[src/rtl/lcd_status_scheduler.sv]
// Drives the 16x2 status LCD byte-writer: line 1 shows the highest-priority CPU
// status message, line 2 shows the DATA snapshot as "0x" plus 8 hex digits.
module lcd_status_scheduler #(
    parameter int unsigned REFRESH_CYCLES = 5000000
) (
    input  logic        iCLK,
    input  logic        iRST,
    input  logic        isHalt,
    input  logic        isInsert,
    input  logic        isBios,
    input  logic        isTransf,
    input  logic [31:0] iDATA,
    output logic        oWR_REQ,
    output logic        oWR_RS,
    output logic [7:0]  oWR_BYTE,
    input  logic        iWR_ACK,
    output logic        oBUSY,
    output logic [2:0]  oMSG_ID
);

    localparam int unsigned CNT_W = $clog2(REFRESH_CYCLES);
    localparam int unsigned IDX_W = 6;
    localparam logic [IDX_W-1:0] LAST_IDX = IDX_W'(33);
    localparam logic [CNT_W-1:0] CNT_LAST = CNT_W'(REFRESH_CYCLES - 1);

    localparam logic [2:0] MSG_RUN    = 3'd0;
    localparam logic [2:0] MSG_TRANSF = 3'd1;
    localparam logic [2:0] MSG_BIOS   = 3'd2;
    localparam logic [2:0] MSG_INSERT = 3'd3;
    localparam logic [2:0] MSG_HALT   = 3'd4;

    typedef enum logic [1:0] {IDLE, START, ISSUE, NEXT} state_t;

    state_t           state, state_n;
    logic [IDX_W-1:0] idx, idx_n;
    logic [CNT_W-1:0] cnt, cnt_n;
    logic             pending, pending_n;
    logic [31:0]      snap, snap_n;
    logic [2:0]       msg_n;
    logic             req_n, rs_n, busy_n;
    logic [7:0]       byte_n;
    logic [2:0]       sel_msg_c;

    // Fixed priority: HALT > INSERT > BIOS > TRANSF > RUN
    always_comb begin
        if (isHalt)        sel_msg_c = MSG_HALT;
        else if (isInsert) sel_msg_c = MSG_INSERT;
        else if (isBios)   sel_msg_c = MSG_BIOS;
        else if (isTransf) sel_msg_c = MSG_TRANSF;
        else               sel_msg_c = MSG_RUN;
    end

    // {rs, byte} for one position of the 34-byte screen sequence
    function automatic logic [8:0] seq_byte(input logic [IDX_W-1:0] i,
                                            input logic [2:0] msg,
                                            input logic [31:0] data);
        logic [127:0] text;
        logic [127:0] text_sh;
        logic [31:0]  data_sh;
        logic [3:0]   pos;
        logic [2:0]   dig;
        logic [3:0]   nib;
        logic [8:0]   res;
        case (msg)
            MSG_HALT:   text = {"HALT", {12{8'h20}}};
            MSG_INSERT: text = {"INSERT DATA", {5{8'h20}}};
            MSG_BIOS:   text = {"BIOS", {12{8'h20}}};
            MSG_TRANSF: text = {"TRANSFER", {8{8'h20}}};
            default:    text = {"RUNNING", {9{8'h20}}};
        endcase
        pos     = 4'(i - IDX_W'(1));
        text_sh = text << {pos, 3'b000};
        dig     = 3'(i - IDX_W'(20));
        data_sh = data << {dig, 2'b00};
        nib     = data_sh[31:28];
        res     = {1'b1, 8'h20};
        if (i == IDX_W'(0))        res = {1'b0, 8'h80};
        else if (i <= IDX_W'(16))  res = {1'b1, text_sh[127:120]};
        else if (i == IDX_W'(17))  res = {1'b0, 8'hC0};
        else if (i == IDX_W'(18))  res = {1'b1, 8'h30};
        else if (i == IDX_W'(19))  res = {1'b1, 8'h78};
        else if (i <= IDX_W'(27))  res = (nib < 4'd10) ? {1'b1, 8'h30 + {4'h0, nib}}
                                                       : {1'b1, 8'h37 + {4'h0, nib}};
        return res;
    endfunction

    always_ff @(posedge iCLK or posedge iRST) begin
        if (iRST) begin
            state    <= IDLE;
            idx      <= '0;
            cnt      <= '0;
            pending  <= 1'b1;
            snap     <= '0;
            oMSG_ID  <= MSG_RUN;
            oWR_REQ  <= 1'b0;
            oWR_RS   <= 1'b0;
            oWR_BYTE <= 8'h00;
            oBUSY    <= 1'b0;
        end else begin
            state    <= state_n;
            idx      <= idx_n;
            cnt      <= cnt_n;
            pending  <= pending_n;
            snap     <= snap_n;
            oMSG_ID  <= msg_n;
            oWR_REQ  <= req_n;
            oWR_RS   <= rs_n;
            oWR_BYTE <= byte_n;
            oBUSY    <= busy_n;
        end
    end

    // Next state; REQ/RS/BYTE are computed for the cycle they will be visible in
    always_comb begin
        state_n   = state;
        idx_n     = idx;
        cnt_n     = '0;
        pending_n = pending | (sel_msg_c != oMSG_ID);
        snap_n    = snap;
        msg_n     = oMSG_ID;
        busy_n    = oBUSY;
        req_n     = 1'b0;
        rs_n      = oWR_RS;
        byte_n    = oWR_BYTE;
        case (state)
            IDLE: begin
                if (pending || cnt == CNT_LAST) state_n = START;
                else                            cnt_n   = cnt + CNT_W'(1);
            end
            START: begin
                msg_n          = sel_msg_c;
                snap_n         = iDATA;
                pending_n      = 1'b0;
                idx_n          = '0;
                busy_n         = 1'b1;
                req_n          = 1'b1;
                {rs_n, byte_n} = seq_byte(IDX_W'(0), sel_msg_c, iDATA);
                state_n        = ISSUE;
            end
            ISSUE: begin
                req_n = 1'b1;
                if (iWR_ACK) begin
                    req_n   = 1'b0;
                    state_n = NEXT;
                end
            end
            NEXT: begin
                if (idx == LAST_IDX) begin
                    busy_n  = 1'b0;
                    state_n = IDLE;
                end else begin
                    idx_n          = idx + IDX_W'(1);
                    req_n          = 1'b1;
                    {rs_n, byte_n} = seq_byte(idx_n, oMSG_ID, snap);
                    state_n        = ISSUE;
                end
            end
            default: state_n = IDLE;
        endcase
    end

endmodule

[config.mk]
export PLATFORM = sky130hd
export DESIGN_NAME = lcd_status_scheduler
export DESIGN_NICKNAME = d
export VERILOG_FILES = /design/src/rtl/lcd_status_scheduler.sv
export SDC_FILE = /design/constraint.sdc
export NUM_CORES = 1
export LEC_CHECK = 0
export ABC_AREA = 1
export BUFFER_PORTS_ARGS = -buffer_cell sky130_fd_sc_hd__clkbuf_2
export CORE_ASPECT_RATIO = 0.9
export CORE_MARGIN = 5
export CORE_UTILIZATION = 65
export CTS_BUF_LIST = sky130_fd_sc_hd__clkbuf_8
export CTS_CLUSTER_DIAMETER = 100
export CTS_CLUSTER_SIZE = 8
export DETAILED_ROUTE_END_ITERATION = 10
export PLACE_DENSITY = 0.87
export SETUP_SLACK_MARGIN = 0.2
export SYNTH_ARGS = -nofsm -noshare
export SYNTH_HDL_FRONTEND = slang
export SYNTH_SLANG_ARGS = --single-unit
[constraint.sdc]
create_clock -name iCLK -period 7.2 [get_ports iCLK]
set_clock_uncertainty 0.15 [all_clocks]
set_input_delay 1.44 -clock iCLK [delete_from_list [all_inputs] [get_ports iCLK]]
set_output_delay 1.44 -clock iCLK [all_outputs]
set_load 0.03 [all_outputs]
# Word level (Yosys, flattened, before mapping)
# Cells that the tools add are included.
[op_classes] addsub=6 n_mul=0 div=0 n_lt_le_gt_ge=3 eq_ne=17 shifts=2 mux=32 bitwise_logic=1 n_reduce_logical=7
[ops] cell="$pmux W125 S4" count=1
[ops] cell="$mux W128" count=2
[ops] cell="$shl A128 B7 Y128" count=1
[ops] cell="$mux W23" count=2
[ops] cell="$shl A32 B5 Y32" count=1
[ops] cell="$mux W7" count=4
[ops] cell="$mux W9" count=3
[ops] cell="$add A23 B1 Y23 const B" count=1
[ops] cell="$eq A23 B23 Y1 const B" count=1
[ops] cell="$eq A6 B5 Y1 const B" count=3
[ops] cell="$pmux W8 S2" count=1
[ops] cell="$add A6 B4 Y7 const A" count=2
[ops] cell="$le A6 B5 Y1 const B" count=2
[ops] cell="$pmux W6 S2" count=1
[ops] cell="$mux W2" count=5
[ops] cell="$mux W8" count=1
[ops] cell="$ne A2 B2 Y1 const B" count=4
[ops] cell="$pmux W2 S4" count=1
[ops] cell="$add A6 B1 Y6 const B" count=1
[ops] cell="$eq A3 B2 Y1 const B" count=2
[ops] cell="$eq A6 B6 Y1 const B" count=1
[ops] cell="$logic_not A6 Y1" count=1
[ops] cell="$mux W1" count=6
[ops] cell="$mux W6" count=1
[ops] cell="16 further kinds" count=20
[totals] ff_bits=78 latch_bits=0 mem_bits_rw=0 rom_bits=0 input_bits=39 output_inout_bits=14 word_cells=78 memories=0

# Logic depth before layout (Yosys ltp)
# Gate-level depths: netlist (run 1).
[depth] ltp_word=13 ltp_mapped=20 depth_no_buf=18

# Worst setup path before layout (run 1)
# OpenSTA, ideal clock, no wires.
[synth_path] path_kind="flip-flop to flip-flop" start="register idx[0]" end="register oWR_BYTE[4]" setup_time_ns=0.117 arrival_ns=2.337 required_time_ns=6.933 slack_ns=4.596 stages_incl_launch_ff=19 n_path_buf=2 period_less_slack_ns=2.604 path_cell_list="dfrtp_1 > inv_1 > buf_2 > ha_1 > inv_2 > buf_4 > nor2_1 > o21ai_0 > nand2_1 > inv_1 > o21ai_1 > inv_1 > ha_1 > inv_1 > nor2_1 > o21ai_0 > nand2_1 > nand3_1 > nand2_1"
[synth_via] elab_chain_cells=13 elab_cells_between_ends=26 cone_classes="add/sub: 5; order compare: 3; eq/ne: 5; shift: 2; mux: 9; reduce/logical: 2"
[synth_rtl] element="from (decl)" line_no="35" text="logic [IDX_W-1:0] idx, idx_n;"
[synth_rtl] element="from (signal assigned)" line_no="101" text="idx <= idx_n;"
[synth_rtl] element="$add A6 B1 Y6" line_no="152" text="idx_n = idx + IDX_W'(1);"
[synth_rtl] element="$sub A3 B3 Y3" line_no="73" text="dig = 3'(i - IDX_W'(20));"
[synth_rtl] element="$shl A32 B5 Y32" line_no="74" text="data_sh = data << {dig, 2'b00};"
[synth_rtl] element="$add A6 B4 Y7 (tied with other cells)" line_no="83" text=": {1'b1, 8'h37 + {4'h0, nib}};"
[synth_rtl] element="$mux W7 (2 in a row)" line_no="82" text="else if (i <= IDX_W'(27)) res = (nib < 4'd10) ? {1'b1, 8'h30 + {4'h0, nib}}"
[synth_rtl] element="$mux W7" line_no="81" text="else if (i == IDX_W'(19)) res = {1'b1, 8'h78};"
[synth_rtl] element="$mux W7" line_no="80" text="else if (i == IDX_W'(18)) res = {1'b1, 8'h30};"
[synth_rtl] element="$mux W9" line_no="79" text="else if (i == IDX_W'(17)) res = {1'b0, 8'hC0};"
[synth_rtl] element="$mux W9" line_no="78" text="else if (i <= IDX_W'(16)) res = {1'b1, text_sh[127:120]};"
[synth_rtl] element="$mux W9" line_no="77" text="if (i == IDX_W'(0)) res = {1'b0, 8'h80};"
[synth_rtl] element="$mux W8" line_no="148" text="if (idx == LAST_IDX) begin"
[synth_rtl] element="$pmux W8 S2" line_no="125" text="case (state)"
[synth_rtl] element="to (signal assigned)" line_no="108" text="oWR_BYTE <= byte_n;"
[synth_rtl] element="to (decl)" line_no="15" text="output logic [7:0] oWR_BYTE,"
# Parallel ways exist; a longest one is shown, timed or not. The select of a mux whose other input is x is not followed.
# A chain may end at the register's enable or synchronous reset.

# Worst setup path in the final report (run 1)
# Same ends and word-level chain as after synthesis.

==> reports/results.md, run 1 <==
- 2 — CTS max path bufs
- 0 — count of endpoints failing setup in the final report
- 0.165 — share of total power in the clock network
- 0 — Final Max Slew Viols
- 1.87 mW — power after layout
- 0 — count of hold buffers inserted by post-cts repair
- 895 uW — power spent charging and discharging nets
- 0.00697 mm^2 — Core Footprint
- 0.479 — switch share
- 0.352 — met1 global-route usage
- built — clock tree from TritonCTS
- 0.548 — portion of total power attributed to combinational logic
- 0.362 — normalized max-slew margin
- 973 uW — Int Pwr
- 3550 ps — WP data arrival
- 89.8 um — overall die height
- ha_1 — slowest cell on the critical path
- 0.903 — GPL Wtd Cong
- buf_4 > inv_1 > ha_1 > inv_2 > nor2_1 > o21ai_0 > nand2_1 > inv_1 > o21ai_1 > inv_1 > ha_1 > inv_1 > nor2_1 > o21ai_0 > nand2_1 > nand3_1 > nand2_1 — crit-path cells
- dfrtp_1 (42%), nand2_1 (16%), nand3_1 (5.8%) — leading cell types by total area after synthesis
- 2.55 nW — Leak Pwr
- 78 — TritonCTS Sinks
- 4,183 — DR vias
- 0.376 — met2 track demand over resource
- 288 MHz — Achievable Freq
- inv_1 — CP dominant cell by count
- 570 ps — Crit path largest cell delay
- 0 — remaining design rule violation count
- dfrtp_1 — main flop type after synthesis
- 13.5 um — average wire per cell in the routed design
- 1.00 — Post-synth ARST share
- 0.482 — final period utilization
- register — startpoint types
- 3,954 — number of global-route vias before repair
- 42 — worst-path maximum fanout
- 0 — Post-synth EDFFs
- 3470 ps — fin crit period
- 0.0526 — met3 usage
- 0 — Congestion Overflow GR
- 0.00195 mm^2 — area taken by flip-flops and latches
- 53 — number of top-level design ports
- 0 — total setup buffers inserted after CTS
- 0.163 — fraction of layout instances using a drive strength above 1
- 439 — initial drt markers
- 679 — synthesized netlist net count
- 7700 um — HPWL after detailed placement
- clkbuf_8 — Root Buffer Master
- 0 — initial antenna violation count
- 0.246 — overall global routing resource usage
- 70 ps — Reg clk slew, reported paths
- 79 — maximum number of pins on one net before global-route repair
- 0 ps — setup TNS
- 0.00227 mm^2 — footprint of the multi-input gates
- 368 mW/mm^2 — PD cells
- 5 — detailed-routing iteration count for the pre-antenna-repair pass
- 0.00460 mm^2 — cell area after synthesis
- 0.419 — share of the synthesized area in the top cell type
- no — setup repair after global routing missed its margin
- 0 — number of endpoints with negative hold slack in the final report
- 0 — number of max-cap violations
- 10.4% — layout overhead on the synthesized area
- 957 ps — measured slew at the worst slew-check pin
- 340 ps — clock network latency to the later pin of the worst-skew pair
- 9 — TritonCTS Buffers
- 329 ps — Worst Hold Margin
- 3 — H-tree levels
- dfrtp_1 — largest area contributor in the netlist
- 0.728 — final core area utilization
- 0.287 — Sequential Power Share
- 0 — number of diodes added for antenna fixing
- 726 — number of nets in the finished design
- 632 — Syn Inst Count
- reg -> reg — critical path class
- 78 — Synth Register Bits
- buffers and inverters — family with the most delay on the worst path
- register — CP Capture Type
- 52 — number of buffer cells added on primary ports
- 7280 ps — required time reported for the critical path endpoint
- 6 — Bufs and invs on worst path
- met2 — most congested layer reported by global routing
- 29 — standard-cell row count
- 0 — count of nets left with antenna violations after detail routing
- 10,500 um — sum of routed wire length over all layers
- 0.00507 mm^2 — final instance area
- 0.660 — Initial Utilization
- 5.40 — vias per cell
- 0.425 — fraction of the yosys area taken by sequential cells
- 18,100 um — first-pass GRT wire length
- 0 — Yosys warning count
- 0.00886 mm^2 — die area
- 0.00490 mm^2 — cell area reported after detailed placement
- 7.27 um^2 — Avg Cell Area, Syn
- 39 — distinct cell type count after synthesis
- completed — outcome
- 98.6 um — die extent in x
- 0 — count of instances resized after the clock tree is built
- 565 — count of fill cells added during filler insertion
- 0.203 mV — worst vdd ir
- reg -> reg — Hold/Removal Path Class
[per-stage QoR]
| stage | setup slack (ps) | std cells |
|---|---|---|
| final | 3730 | 775 |
| after global routing | 3430 | 775 |
| after CTS | 3810 | 775 |
| after detailed placement | 3830 | 761 |
| after global placement | 4030 | 761 |
| after floorplan | 3620 | 632 |
[final timing paths]
kind                             startpoint           to  slack, ps  depth (start not counted)
worst min register to register  oWR_BYTE[6]  oWR_BYTE[6]        330                          2
worst max register to register       idx[0]  oWR_BYTE[4]       3730                         17
worst min-delay path            oWR_BYTE[6]  oWR_BYTE[6]        330                          2
min in group asynchronous              iRST     snap[14]       1210                          3
worst max-delay path                 idx[0]  oWR_BYTE[4]       3730                         17
max in group asynchronous              iRST  oWR_BYTE[3]       5070                          3
[cell usage in the layout, fill, tap and decap left out, types with 2 or more instances in the layout]
cell,instances
nor2_4,3
a21oi_1,23
clkinvlp_4,2
inv_1,67
nand3b_1,2
nor3_1,6
xor2_1,5
ha_1,8
o21a_1,3
xnor2_1,2
o21ai_1,4
nor3b_1,2
a21oi_4,2
dfrtp_1,77
nand2_1,196
nand2_4,3
a31oi_1,4
o21bai_1,2
o22ai_1,5
clkbuf_2,52
nor2_2,8
buf_4,3
or2_2,2
nand3_1,53
nand4_1,5
nor4_1,3
nor2_1,56
o211ai_1,4
o21ai_0,43
clkbuf_8,9
inv_2,6
nand2_2,13
[per-layer routing]
layer | vias up | routed length, um
met5 | - | 0
met4 | 0 | 168
met3 | 14 | 599
met2 | 145 | 4810
met1 | 1913 | 4910
li1 | 2111 | -
[cell usage after synthesis (2+ instances only)]
master	instances
a21oi_1	23
a21oi_4	2
a31oi_1	4
buf_2	8
buf_6	3
clkbuf_1	7
dfrtp_1	77
ha_1	8
inv_1	67
inv_2	5
nand2_1	196
nand2_2	13
nand2_4	3
nand3_1	53
nand3b_1	2
nand4_1	5
nor2_1	57
nor2_2	8
nor2_4	2
nor3_1	6
nor3b_1	2
nor4_1	3
o211ai_1	4
o21a_1	3
o21ai_0	43
o21ai_1	4
o21bai_1	2
o22ai_1	5
or2_2	2
xnor2_1	2
xor2_1	5
[worst register-to-register path, stage by stage (launching register included)]
cell,delay (ps)
dfrtp_1,320
buf_4,360
inv_1,420
ha_1,570
inv_2,160
nor2_1,130
o21ai_0,90
nand2_1,100
inv_1,40
o21ai_1,200
inv_1,100
ha_1,240
inv_1,70
nor2_1,50
o21ai_0,180
nand2_1,70
nand3_1,70
nand2_1,50
[kinds of logic (layout without fill, tap and decap cells)]
| group | after synthesis | count (layout) | share of synthesized area |
|---|---|---|---|
| adder cells (fa/ha/maj) | 8 | 8 | 0.0218 |
| AO/OA/AOI/OAI | 92 | 92 | 0.115 |
| flip-flops | 78 | 78 | 0.425 |
| XOR/XNOR | 8 | 8 | 0.0169 |
| AND/OR/NAND/NOR | 355 | 355 | 0.339 |
| buffers and inverters | 91 | 141 | 0.0822 |
[registers in the layout, indices dropped and copies added, names as in the netlist]
name,count
oWR_BYTE,8
state,2
pending,1
cnt,23
oWR_RS,1
oBUSY,1
oMSG_ID,3
idx,6
snap,32
oWR_REQ,1
[power by group through the flow]
stage	Clock, mW	Combinational (mW)	Sequential (mW)
global route	0.332	1.16	0.543
detailed placement	0	0.999	0.545
global placement	0	0.972	0.541
CTS	0.314	1.00	0.537
finish	0.307	1.02	0.537
floorplan	0	0.754	0.591
[cell type report]
class | instances | area share
clock inverters | 5 | 0.0106
multi-input cells | 463 | 0.448
flip-flops and latches | 78 | 0.385
clock buffers | 9 | 0.0244
inverters | 72 | 0.0533
repair buffers | 55 | 0.0557
well taps | 93 | 0.0229
No activity file was read; power rests on OpenSTA's default activity.
==> run 2: changes to the inputs <==
- ABC_AREA: 1 -> 0
- CORE_UTILIZATION: 65 -> 61
- PLACE_DENSITY: 0.87 -> 0.83
- clock period: 7.2 -> 3.6 ns (I/O delays scaled with it)
==> reports/results.md, run 2 <==
- 0.0560 — mux share of post-synthesis cell area
- 0 — Yosys warning count
- dfrtp_1 (40%), nand2_1 (9.9%), mux4_2 (3.7%) — leading cell types by total area after synthesis
- 3680 ps — required time reported for the critical path endpoint
- clkbuf_8 — Root Buffer Master
- 15.8 um — average wire per cell in the routed design
- 470 ps — worst-case register-to-register setup slack
- 0.203 — share of total power in the clock network
- 0.236 — overall global routing resource usage
- 675 — # placed instances
- 0 — total setup buffers inserted after CTS
- 2 — CTS max path bufs
- inv_2 > ha_2 > mux4_2 > mux2i_2 > nor2b_1 > and3b_1 > o2111ai_1 > o311ai_1 — crit-path cells
- 0 — count of nets left with antenna violations after detail routing
- 587 — count of fill cells added during filler insertion
- 42 — maximum number of pins on one net before global-route repair
- 0.358 — Sequential Power Share
- 13 — worst-path maximum fanout
- 0.693 — final core area utilization
- 8 — FF-to-FF path depth
- 3,896 — number of global-route vias before repair
- 0.957 — GPL Wtd Cong
- nand2_1 (128), dfrtp_1 (77), nor2_1 (45) — most used standard cells in the synthesized netlist
- 0.229 — normalized max-slew margin
- 8.67 um^2 — Avg Cell Area, Syn
- 333 ps — Worst Hold Margin
- 0 — initial antenna violation count
- 0.180 — fraction of layout instances using a drive strength above 1
- 77 — distinct cell type count after synthesis
- 0 — count of hold buffers inserted by post-cts repair
- nand2_1 (128), dfrtp_1 (76), clkbuf_2 (52) — top library cells by usage in the layout, fill and taps aside
- 9 — TritonCTS Buffers
- 0 — Final Max Slew Viols
- simple AND/OR/NAND/NOR gates — main combinational cell family by area after synthesis
- 18,900 um — first-pass GRT wire length
- 53 — number of top-level design ports
- 0 — Congestion Overflow GR
- 0.140 — fraction of the mapped netlist area in compound gates
- 3210 ps — WP data arrival
- 6.01 — vias per cell
- 0.270 — simple-gate portion of the synthesized area
- 7 — detailed-routing iteration count for the pre-antenna-repair pass
- 0.333 mV — worst vdd ir
- completed — outcome
- 1.36 mW — power spent charging and discharging nets
- 0.404 — fraction of the yosys area taken by sequential cells
- 4,150 — DR vias
- 78 — TritonCTS Sinks
- register — CP Capture Type
- 30 — standard-cell row count
- 637 — number of nets in the finished design
- 94.4 um — overall die height
- nand2_1 — most common library cell in the layout ignoring fill and taps
- 302 — initial drt markers
- dfrtp_1 — main flop type after synthesis
- 604 — synthesized netlist net count
- ha_2 — slowest cell on the critical path
- 0 ps — setup TNS
- oWR_BYTE[2] — Critical R2R Capture
- 0.00980 mm^2 — die area
- 7790 um — HPWL after detailed placement
- 0.416 — switch share
- nand2_1 — leading cell type by number of instances after synthesis
- snap — top register by number of flip-flops
- 0.0207 — adder-cell area share of the yosys netlist
- oWR_RS — terminating pin of the worst hold path
- 0.00483 mm^2 — cell area after synthesis
- 1160 ps — measured slew at the worst slew-check pin
- 0 — number of diodes added for antenna fixing
- 320 MHz — Achievable Freq
- 1 — worst hold path cell count
- 1.91 mW — Int Pwr
- 80 ps — Reg clk slew, reported paths
- 32 — number of flip-flops in the largest register
- 0 — number of max-cap violations
- 0.399 — share of the synthesized area in the top cell type
- 3 — H-tree levels
- 0.0557 — xor-xnor portion of the synthesized cell area
- 0 — number of endpoints with negative hold slack in the final report
- 620 mW/mm^2 — PD cells
- 0.439 — portion of total power attributed to combinational logic
- 3130 ps — fin crit period
- 9.35% — layout overhead on the synthesized area
- reg -> reg — critical path class
- no — setup repair after global routing missed its margin
- 0.868 — final period utilization
- 78 — Synth Register Bits
- 1.00 — Post-synth ARST share
- 550 ps — Crit path largest cell delay
- 691 — final standard cell count with taps included and fillers excluded
- reg -> reg — Hold/Removal Path Class
- idx[0] — launch instance of the worst register-to-register path
- 0 — remaining design rule violation count
- register — startpoint types
- 52 — number of buffer cells added on primary ports
- 104 um — die extent in x
- 0 — count of endpoints failing setup in the final report
- 360 ps — clock network latency to the later pin of the worst-skew pair
- built — clock tree from TritonCTS
- 0 — Post-synth EDFFs
- 0.00762 mm^2 — Core Footprint
- 10,900 um — sum of routed wire length over all layers
- snap: 32 flops, cnt: 23 flops, oWR_BYTE: 8 flops — largest registers in the final layout
- 0.634 — Initial Utilization
- 557 — Syn Inst Count
- dfrtp_1 — largest area contributor in the netlist
- 2.33 nW — Leak Pwr
- oWR_RS — start point of the worst hold path
==> run 2: cell types whose count changed in the layout (fill, tap and decap cells not counted), sizes merged, moves of 8 or more <==
cell	change
nand2	-84
inv	-54
nand3	-38
nor2	-21
o21ai	-20
xnor2	+13
and3	+8
mux4	+8
nor2b	+8
nor3	+8
xor2	+8
==> run 2: worst max-delay path by stage <==
stage | slack [ps] | cells past startpoint | start | endpoint
2_1_floorplan | 740 | 1 | iRST | cnt[0]
3_3_place_gp | 470 | 8 | idx[1] | oWR_BYTE[2]
3_5_place_dp | 270 | 8 | idx[1] | oWR_BYTE[2]
4_1_cts | 260 | 8 | idx[1] | oWR_BYTE[2]
5_1_grt | 310 | 8 | idx[0] | oWR_BYTE[2]
6_report | 470 | 8 | idx[0] | oWR_BYTE[2]
==> run 2: cell families (layout without fill, tap and decap cells) <==
group,after synthesis,after routing
AND/OR/NAND/NOR,272,272
AO/OA/AOI/OAI,102,102
flip-flops,78,78
buffers and inverters,52,90
XOR/XNOR,29,29
multiplexers,16,16
adder cells (fa/ha/maj),8,8
==> run 2: metrics by stage <==
stage	power (mW)	setup slack, ps	cell area [um^2]
after floorplan	2.32	737	4830
after global placement	2.55	471	5080
after detailed placement	2.60	270	5080
after CTS	3.27	261	5280
after global routing	3.50	308	5280
final	3.27	474	5280
==> run 2: cell type report <==
class,instances,area [um^2],area share
multi-input cells,427,2630,0.498
flip-flops and latches,78,1950,0.370
repair buffers,58,318,0.0602
clock buffers,9,124,0.0235
well taps,96,120,0.0227
clock inverters,7,72.6,0.0137
inverters,16,60.1,0.0114
==> run 2: timing repair <==
| action | 4_1_cts | 5_1_grt |
|---|---|---|
| hold endpoints to repair | 0 | 0 |
| endpoints found under the setup margin | 0 | 4 |
| resized for setup | 0 | 2 |
==> run 2: critical path, delay by kind of cell (launching register included) <==
| kind | cells | cell delay, ps |
|---|---|---|
| AO/OA/AOI/OAI | 2 | 340 |
| multiplexers | 2 | 920 |
| buffers and inverters | 1 | 170 |
| adder cells (fa/ha/maj) | 1 | 550 |
| AND/OR/NAND/NOR | 2 | 320 |
| flip-flops | 1 | 540 |
==> run 2: metal layers <==
metal,track usage,up-vias,wire [um]
met1,0.341,1967,5170
li1,-,2011,-
met2,0.356,158,4860
met4,0.0701,0,150
met5,0,-,0
met3,0.0554,14,737
==> run 2: power by group through the flow <==
stage	registers, mW	clock network [mW]	logic (mW)
detailed placement	1.18	0	1.41
finish	1.17	0.663	1.44
global placement	1.18	0	1.37
floorplan	1.14	0	1.18
CTS	1.17	0.683	1.42
global route	1.19	0.720	1.59
